`src/rtl/flippy_pkg.sv`:
```
// Shared definitions for the FlippyBit game: phase encoding and the saturating
// hit accumulator used by the sequencer and lane scorers.
package flippy_pkg;

    localparam int unsigned MAX_LANES = 16;

    typedef enum logic [2:0] {
        ST_CLEAR     = 3'd0,
        ST_RUNNING   = 3'd1,
        ST_POINT     = 3'd2,
        ST_MISS      = 3'd3,
        ST_GAME_OVER = 3'd4
    } state_e;

    // value + popcount(add), clamped to 2^width-1; width must be below 32
    function automatic logic [31:0] popcount_sat(input logic [31:0]          value,
                                                 input logic [MAX_LANES-1:0] add,
                                                 input int unsigned          width);
        logic [32:0] sum;
        logic [32:0] limit;
        sum = {1'b0, value};
        for (int unsigned i = 0; i < MAX_LANES; i++) begin
            sum = sum + 33'(add[i]);
        end
        limit = (33'd1 << width) - 33'd1;
        return (sum > limit) ? limit[31:0] : sum[31:0];
    endfunction

endpackage

```
`src/rtl/flippy_score_accum.sv`:
```
// Saturating score register with best-score tracking and a one-cycle
// new-best pulse, driven by clear/add/commit strobes from the sequencer.
module flippy_score_accum
    import flippy_pkg::*;
#(
    parameter int unsigned LANES   = 3,
    parameter int unsigned SCORE_W = 8
) (
    input  logic               clock,
    input  logic               reset_button_n,
    input  logic               clear_i,
    input  logic               add_i,
    input  logic [LANES-1:0]   hits_i,
    input  logic               commit_i,
    output logic [SCORE_W-1:0] score_o,
    output logic [SCORE_W-1:0] best_score_o,
    output logic               new_best_o
);

    logic [SCORE_W-1:0] score_q, score_d;
    logic [SCORE_W-1:0] best_q, best_d;
    logic               new_best_q, new_best_d;

    always_ff @(posedge clock or negedge reset_button_n) begin
        if (!reset_button_n) begin
            score_q    <= '0;
            best_q     <= '0;
            new_best_q <= 1'b0;
        end else begin
            score_q    <= score_d;
            best_q     <= best_d;
            new_best_q <= new_best_d;
        end
    end

    always_comb begin
        score_d    = score_q;
        best_d     = best_q;
        new_best_d = 1'b0;
        if (clear_i) begin
            score_d = '0;
        end else if (add_i) begin
            score_d = SCORE_W'(popcount_sat(32'(score_q), MAX_LANES'(hits_i), SCORE_W));
        end
        // Only a strictly higher score replaces the record
        if (commit_i && (score_q > best_q)) begin
            best_d     = score_q;
            new_best_d = 1'b1;
        end
    end

    assign score_o      = score_q;
    assign best_score_o = best_q;
    assign new_best_o   = new_best_q;

endmodule

```
`src/rtl/flippy_game_sequencer.sv`:
```
// FlippyBit top-level controller: sequences clear, run, point, miss and
// game-over phases and owns lives, lane-clear strobe and start-edge detect.
module flippy_game_sequencer
    import flippy_pkg::*;
#(
    parameter int unsigned LANES        = 3,
    parameter int unsigned SCORE_W      = 8,
    parameter int unsigned LIVES        = 3,
    parameter int unsigned CLEAR_CYCLES = 4
) (
    input  logic               clock,
    input  logic               reset_button_n,
    input  logic               start_button,
    input  logic [LANES-1:0]   game_over,
    input  logic [LANES-1:0]   correct,
    output logic               reset_signal,
    output logic [SCORE_W-1:0] score,
    output logic [SCORE_W-1:0] best_score,
    output logic [3:0]         lives_left,
    output logic               new_best,
    output logic [2:0]         state_out
);

    localparam int unsigned     CNT_W      = (CLEAR_CYCLES > 1) ? $clog2(CLEAR_CYCLES) : 1;
    localparam logic [CNT_W-1:0] CNT_LAST  = CNT_W'(CLEAR_CYCLES - 1);
    localparam logic [3:0]      LIVES_INIT = 4'(LIVES);

    state_e           state_q, state_d;
    logic [CNT_W-1:0] clr_cnt_q, clr_cnt_d;
    logic [3:0]       lives_q, lives_d;
    logic [LANES-1:0] hits_q, hits_d;
    logic             start_q;
    logic             reset_sig_q, reset_sig_d;
    logic             acc_clear, acc_add, acc_commit;
    logic             any_miss, any_hit, start_rise;

    assign any_miss   = |game_over;
    assign any_hit    = |correct;
    assign start_rise = start_button & ~start_q;

    always_ff @(posedge clock or negedge reset_button_n) begin
        if (!reset_button_n) begin
            state_q     <= ST_CLEAR;
            clr_cnt_q   <= '0;
            lives_q     <= LIVES_INIT;
            hits_q      <= '0;
            start_q     <= 1'b0;
            reset_sig_q <= 1'b1;
        end else begin
            state_q     <= state_d;
            clr_cnt_q   <= clr_cnt_d;
            lives_q     <= lives_d;
            hits_q      <= hits_d;
            start_q     <= start_button;
            reset_sig_q <= reset_sig_d;
        end
    end

    always_comb begin
        state_d    = state_q;
        clr_cnt_d  = '0;
        lives_d    = lives_q;
        hits_d     = hits_q;
        acc_clear  = 1'b0;
        acc_add    = 1'b0;
        acc_commit = 1'b0;
        case (state_q)
            ST_CLEAR: begin
                lives_d = LIVES_INIT;
                if (clr_cnt_q == CNT_LAST) begin
                    state_d = ST_RUNNING;
                end else begin
                    clr_cnt_d = clr_cnt_q + CNT_W'(1);
                end
            end
            ST_RUNNING: begin
                // A miss wins over a simultaneous hit; the hit is dropped
                if (any_miss) begin
                    state_d = ST_MISS;
                    lives_d = lives_q - 4'd1;
                end else if (any_hit) begin
                    state_d = ST_POINT;
                    hits_d  = correct;
                end
            end
            ST_POINT: begin
                acc_add = 1'b1;
                state_d = ST_RUNNING;
            end
            ST_MISS: begin
                if (lives_q == 4'd0) begin
                    state_d    = ST_GAME_OVER;
                    acc_commit = 1'b1;
                end else begin
                    state_d = ST_RUNNING;
                end
            end
            ST_GAME_OVER: begin
                if (start_rise) begin
                    state_d   = ST_CLEAR;
                    acc_clear = 1'b1;
                    lives_d   = LIVES_INIT;
                end
            end
            default: begin
                state_d   = ST_CLEAR;
                acc_clear = 1'b1;
                lives_d   = LIVES_INIT;
            end
        endcase
        reset_sig_d = (state_d == ST_CLEAR) || (state_d == ST_MISS);
    end

    flippy_score_accum #(
        .LANES   (LANES),
        .SCORE_W (SCORE_W)
    ) u_score (
        .clock          (clock),
        .reset_button_n (reset_button_n),
        .clear_i        (acc_clear),
        .add_i          (acc_add),
        .hits_i         (hits_q),
        .commit_i       (acc_commit),
        .score_o        (score),
        .best_score_o   (best_score),
        .new_best_o     (new_best)
    );

    assign reset_signal = reset_sig_q;
    assign lives_left   = lives_q;
    assign state_out    = state_q;

endmodule

```
`config.mk`:
```
export PLATFORM = sky130hd
export DESIGN_NAME = flippy_game_sequencer
export DESIGN_NICKNAME = d
export VERILOG_FILES = /design/src/rtl/flippy_pkg.sv /design/src/rtl/flippy_score_accum.sv /design/src/rtl/flippy_game_sequencer.sv
export SDC_FILE = /design/constraint.sdc
export NUM_CORES = 1
export LEC_CHECK = 0
export BUFFER_PORTS_ARGS = -buffer_cell sky130_fd_sc_hd__buf_2
export CORE_MARGIN = 2
export CORE_UTILIZATION = 45
export CTS_BUF_LIST = sky130_fd_sc_hd__clkbuf_4 sky130_fd_sc_hd__clkbuf_8 sky130_fd_sc_hd__clkbuf_16
export CTS_CLUSTER_DIAMETER = 150
export DETAILED_ROUTE_END_ITERATION = 10
export PLACE_DENSITY = 0.78
export SKIP_LAST_GASP = 1
export SYNTH_ARGS = -nofsm -noshare
export SYNTH_HDL_FRONTEND = slang
export SYNTH_SLANG_ARGS = --single-unit
export TNS_END_PERCENT = 50
```
`constraint.sdc`:
```
create_clock -name clock -period 2.6 [get_ports clock]
set_input_delay 0.26 -clock clock [delete_from_list [all_inputs] [get_ports clock]]
set_output_delay 0.26 -clock clock [all_outputs]
set_load 0.01 [all_outputs]
```
Word level (Yosys, flattened, before mapping)
Cells that the tools add are included.
Word-level totals
  register bits after elaboration: 31
  input port bits: 9
  output and inout bits: 25
  logic and storage cells: 60
Cells by class
  add/subtract/negate cells: 5
  $lt $le $gt $ge: 2
  equal/unequal tests: 8
  multiplexer cells: 20
  bitwise operators: 4
  reductions and logical operators: 12
Operators with widths (number)
  $add A33 B1 Y33: 2
  $gt A33 B8 Y1 const B: 1
  $mux W8: 3
  $mux W3: 5
  $pmux W3 S5: 1
  $pmux W4 S3: 1
  $add A8 B1 Y9: 1
  $eq A3 B2 Y1 const B: 3
  $gt A8 B8 Y1: 1
  $mux W4: 2
  $logic_not A3 Y1: 2
  $reduce_and A3 Y1: 2
  $reduce_or A3 Y1: 2
  $mux W1: 5
  $logic_not A4 Y1: 1
  $mux W2: 2
  $ne A2 B2 Y1 const B: 2
  $reduce_or A4 Y1: 1
  $sub A4 B1 Y4 const B: 1
  $eq A3 B1 Y1 const B: 1
  $eq A3 B3 Y1 const B: 1
  $not A1 Y1: 3
  $add A2 B1 Y2 const B: 1
  $eq A2 B2 Y1 const B: 1
  6 further kinds: 6

Longest topological paths before layout
  depth in word-level cells: 7
  mapped depth: 9
  depth with buffers taken out: 8

Hierarchy
A second synthesis with hierarchy kept.
Second synthesis, totals
  cells, all modules: 167
  area total of the unflattened synthesis: 1791.7 µm²
By module, submodules not included
  flippy_score_accum: instances 1, cells an instance 99, area each 1024.7 µm², seq. area each 425.4 µm²
  flippy_game_sequencer: instances 1, cells an instance 68, area each 767.0 µm², seq. area each 354.1 µm²

Worst setup path before layout
No wires, ideal clock.
  path type: reg-to-reg
  start point: reg u_score.score_q[0] (netlist: u_score.score_o[0])
  end point: reg u_score.score_q[6] (netlist: u_score.score_o[6])
  library setup time: 71 ps
  data arrival time: 2030 ps
  data required time: 2529 ps
  path slack: 499 ps
  stages on the path, launching flop included: 9
  clock period less this slack: 2101 ps
  path through: dfrtp_1 ha_1 ha_1 or3b_1 o22a_1 a221oi_2 a21oi_1 or3_1 nand4_1
On the way
  word-level cells in the longest chain between the ends: 7
RTL lines
  start, declared: line flippy_score_accum.sv:20  | logic [SCORE_W-1:0] score_q, score_d;
  start signal, assigned: line flippy_score_accum.sv:30  | score_q <= score_d;
  $add A8 B1 Y9 (*): line flippy_pkg.sv:23  | sum = sum + 33'(add[i]);
  $add A33 B1 Y33 (*) (2 in series): line flippy_pkg.sv:23
  $gt A33 B8 Y1: line flippy_pkg.sv:26  | return (sum > limit) ? limit[31:0] : sum[31:0];
  $mux W8 (*): line flippy_pkg.sv:26
  $mux W8 (*): line flippy_score_accum.sv:42  | end else if (add_i) begin
  $mux W8 (*): line flippy_score_accum.sv:40  | if (clear_i) begin
Every way passes the cells marked *; elsewhere a longest branch is shown, timed or not. The select of a mux whose other input is x is not followed.
A chain may end at the register's enable or synchronous reset.

Worst setup path after layout
  start point: reg u_score.score_q[0] (netlist: u_score.score_o[0])
  end point: reg u_score.score_q[5] (netlist: u_score.score_o[5])
The elaborated chain is that of the path after synthesis.

==> metrics.md <==
| Metric | Value |
|---|---|
| Buf+Inv Stages, Crit Path | 1 |
| Number of diodes added for antenna fixing | 0 |
| Area after detailed placement | 0.00221 sq mm |
| Clock latency on the worst-skew pair | approximately 0.28 ns |
| Final core occ | 54.2% |
| Most used DFF post-synth | sky130_fd_sc_hd__dfrtp_1 |
| CP most frequent cell | sky130_fd_sc_hd__ha_1 |
| Clock transition at the registers of the reported paths | roughly 0.070 ns |
| CORE AREA | between 0.004 and 0.005 sq mm |
| Routed wire length | 4370 um |
| Count of cells resized by post-cts repair | 0 |
| Post-placement cell count | 288 |
| Max-slew violation count | 0 |
| Die outline area | 0.00494 sq mm |
| Comb pwr share | 36.6% |
| Delay contributed by the slowest stage of the critical path | 0.44 ns |
| Rows | 24 |
| FF/Latch Area | between 700 and 800 sq um |
| Cell internal power dissipation | approximately 1.2 mW |
| Yosys cell types | 53 |
| Synth Register Bits | 31 |
| Final period demand of the worst path | ~2.2 ns |
| Max Clock Skew | about 0.0029 ns |
| Crit Reg-Reg Startpoint | u_score.score_o[0] |
| Final worst-path cycle share | a little under nine tenths |
| Sw Ratio | approximately 37% |
| Detail Placement HPWL | 3260 um |
| Footprint of the multi-input gates | 0.00110 sq mm |
| Fraction of power consumed by sequential logic | 37.6% |
| Horiz. Die Dim | 70.3 um |
| Number of port buffers | 33 |
| CTS H-tree depth | 2 |
| Critical Path, Cell by Cell | ha_1, fa_1, ha_1, inv_1, a221oi_2, o21ai_1, a21o_1, o311ai_1 |
| Starting density of the core | about 46% |
| Number of antenna violations at the first check in global routing | 0 |
| Maximum fanout along the worst path | 8 |
| Area added between synthesis and finish | 17.6% |
| Transition time of the tightest slew-check pin | slightly above 0.7 ns |
| TritonCTS clock tree | built |
| Required time of the critical path | 2.74 ns |
| Count of antenna-violating nets left after detailed routing | 0 |
| Share of synthesized registers carrying an async set or reset | 100% |
| Worst path slowest cell | sky130_fd_sc_hd__dfrtp_1 |
| Sort of element at the start of the critical path | flop |
| Final Hold Vio Count | 0 |
| Syn avg cell area | about 9.6 sq um |
| Max clock buf depth | 2 |
| GRT Overall Usage | 19.0% |
| Total grt overflow | 0 |
| IR Drop Worst-Case VDD | 0.000638 V |
| Clock share of power | 25.8% |
| Type of the tightest min-delay check | in -> async |
| Kind of critical path | reg -> reg |
| Clock buffer count from CTS | 5 |
| Routed wire per std cell | 14.8 um |
| Areal power density over the cells | a little over 800 mW/mm^2 |
| RD Place Congestion | ~0.85 |
| Sequential cell area fraction in the yosys report | 39.4% |
| Count of placed standard cells in the final layout, fillers left out | a little under 300 |
| Count of vias placed by the detailed router | 1684 |
| Pin count of the biggest net entering global routing | 32 |
| Number of failing setup endpoints in the final timing report | 0 |
| Post-Route Setup TNS | 0 ns |
| Remaining design rule violation count | 0 |
| Worst rel slew slack | a little over half |
| Share of post-route cells with drive strength above 1 | 22.5% |
| Die Y | ~70 um |
| Number of global-route vias before repair | between 1500 and 2000 |
| Data arrival time of the worst path | 2.39 ns |
| Total I/O pin count | 34 |
| Number of search-and-repair iterations in the first detailed-routing pass | 5 |
| PnR Total Power | about 1.9 mW |
| RSZ-0062 raised after global routing | no |
| Filler Cell Count | 389 |
| Result of the run | finished, final reports clean |
| Net count, final | 268 |
| Leak Pwr | 1.13 nW |
| Number of synthesis warnings | 0 |
| Post-Syn Nets | 232 |
| Number of synthesized flops with an enable pin | 0 |
| Net switching power | 712 uW |
| Highest clock rate | ~450 MHz |
| Avg Vias per Cell | around 5.7 |
| Max-cap violations | 0 |
| Mapped Cells | 207 |
| Root Driver | sky130_fd_sc_hd__clkbuf_8 |
| Final instance area | 0.00233 sq mm |
| Hold bufs inserted after CTS | 0 |
| Sinks on Clock Net | 31 |
| Startpoint of the most critical setup path | u_score.score_o[0] |
| Critical path endpoint category | flop |
| Wire length of the first global-routing pass | 7650 um |
| Count of buffers added by post-CTS timing repair for setup | 0 |
| Detailed Route Iter0 Violations | 135 |
| Family of cells with the greatest summed delay on the critical path | adder cells |
| Synthesized cell area | 0.00198 sq mm |
==> cells by family after synthesis <==
family          after synthesis  share of synthesized area (%)
simple gates                 70                           19.4
fa+ha+maj                    16                           10.5
flops                        31                           39.4
xor+xnor                      4                           1.77
compound gates               53                           18.8
buf+inv                      24                           5.06
mux                           9                           5.06
==> worst register-to-register path, stage by stage, from the launching register on <==
cell and delay [ns]:
sky130_fd_sc_hd__dfrtp_1 0.44, sky130_fd_sc_hd__ha_1 0.33, sky130_fd_sc_hd__fa_1 0.43, sky130_fd_sc_hd__ha_1 0.28, sky130_fd_sc_hd__inv_1 0.08, sky130_fd_sc_hd__a221oi_2 0.04, sky130_fd_sc_hd__o21ai_1 0.09, sky130_fd_sc_hd__a21o_1 0.28
sky130_fd_sc_hd__o311ai_1 0.14
==> sequential cells by signal, summed over array words and instances, names as in the netlist <==
signal,cells
u_score.new_best_o,1
clr_cnt_q,2
hits_q,3
reset_signal,1
state_out,3
lives_left,4
u_score.best_score_o,8
start_q,1
u_score.score_o,8
==> stage by stage <==
| stage | setup slack (ns) | hold slack [ns] |
|---|---|---|
| after floorplan | 0.499 | -0.0356 |
| after global placement | 0.458 | 0.332 |
| after detailed placement | 0.379 | 0.342 |
| after CTS | 0.368 | 0.0420 |
| after global routing | 0.209 | 0.0831 |
| final | 0.356 | 0.0188 |
==> path summary, 6_finish.rpt <==
check | endpoint | slack, ns | cells after the start
max reg2reg | u_score.score_o[5] | 0.36 | 8
min reg2reg | clr_cnt_q[0] | 0.44 | 1
min in group clock | start_q | 0.10 | 1
max | u_score.score_o[5] | 0.36 | 8
min | u_score.score_o[7] | 0.02 | 1
max in group asynchronous | u_score.best_score_o[0] | 2.15 | 1
==> layout make-up <==
| cell class | count | area share [%] |
|---|---|---|
| clock buffer | 6 | 3.55 |
| clock inverter | 2 | 1.51 |
| inverter | 13 | 2.10 |
| multi-input combinational | 152 | 47.2 |
| sequential | 31 | 33.5 |
| tap | 52 | 2.80 |
| timing repair buffer | 40 | 9.35 |
==> synthesized netlist by cell type, drive strengths merged (4+ instances only) <==
master  count  area, sq um
nand4       8         50.1
ha         15          188
inv        13         48.8
nand2b      5         38.8
buf         8         40.0
nand3       6         30.0
nor2       14         52.6
a22o        4         35.0
nor3        5         25.0
a21oi      13         76.3
o21ai      11         55.1
nand2      14         55.1
dfrtp      28          701
mux2        8         90.1
==> cells in the final DEF (no fill, tap or decap), drive strengths merged, types with 3 or more instances in the layout <==
master | synthesis | routed
a21o | 3 | 3
buf | 8 | 40
a22o | 4 | 4
inv | 13 | 13
dfrtp | 28 | 28
nand2b | 5 | 5
nand4 | 8 | 8
mux2 | 8 | 8
ha | 15 | 15
nor2 | 14 | 14
clkbuf | 3 | 6
nor3 | 5 | 5
o21ai | 11 | 11
nor2b | 3 | 3
nand2 | 14 | 14
o211ai | 3 | 3
dfstp | 3 | 3
nand3 | 6 | 6
a21oi | 13 | 13
==> routing by layer <==
metal	wire length, um	up-vias	track usage, %
met2	2130	56	30.8
li1	-	827	-
met3	215	3	3.90
met1	2000	798	25.5
met4	24	0	6.20
met5	0	-	0
==> power groups by stage <==
| stage | logic, mW | registers [mW] | clock network (mW) |
|---|---|---|---|
| final | 0.697 | 0.717 | 0.491 |
| after global routing | 0.791 | 0.734 | 0.518 |
| after CTS | 0.698 | 0.718 | 0.494 |
| after detailed placement | 0.691 | 0.726 | 0 |
| after global placement | 0.664 | 0.721 | 0 |
| after floorplan | 0.487 | 0.712 | 0 |
Power figures use the tool's default switching activity.
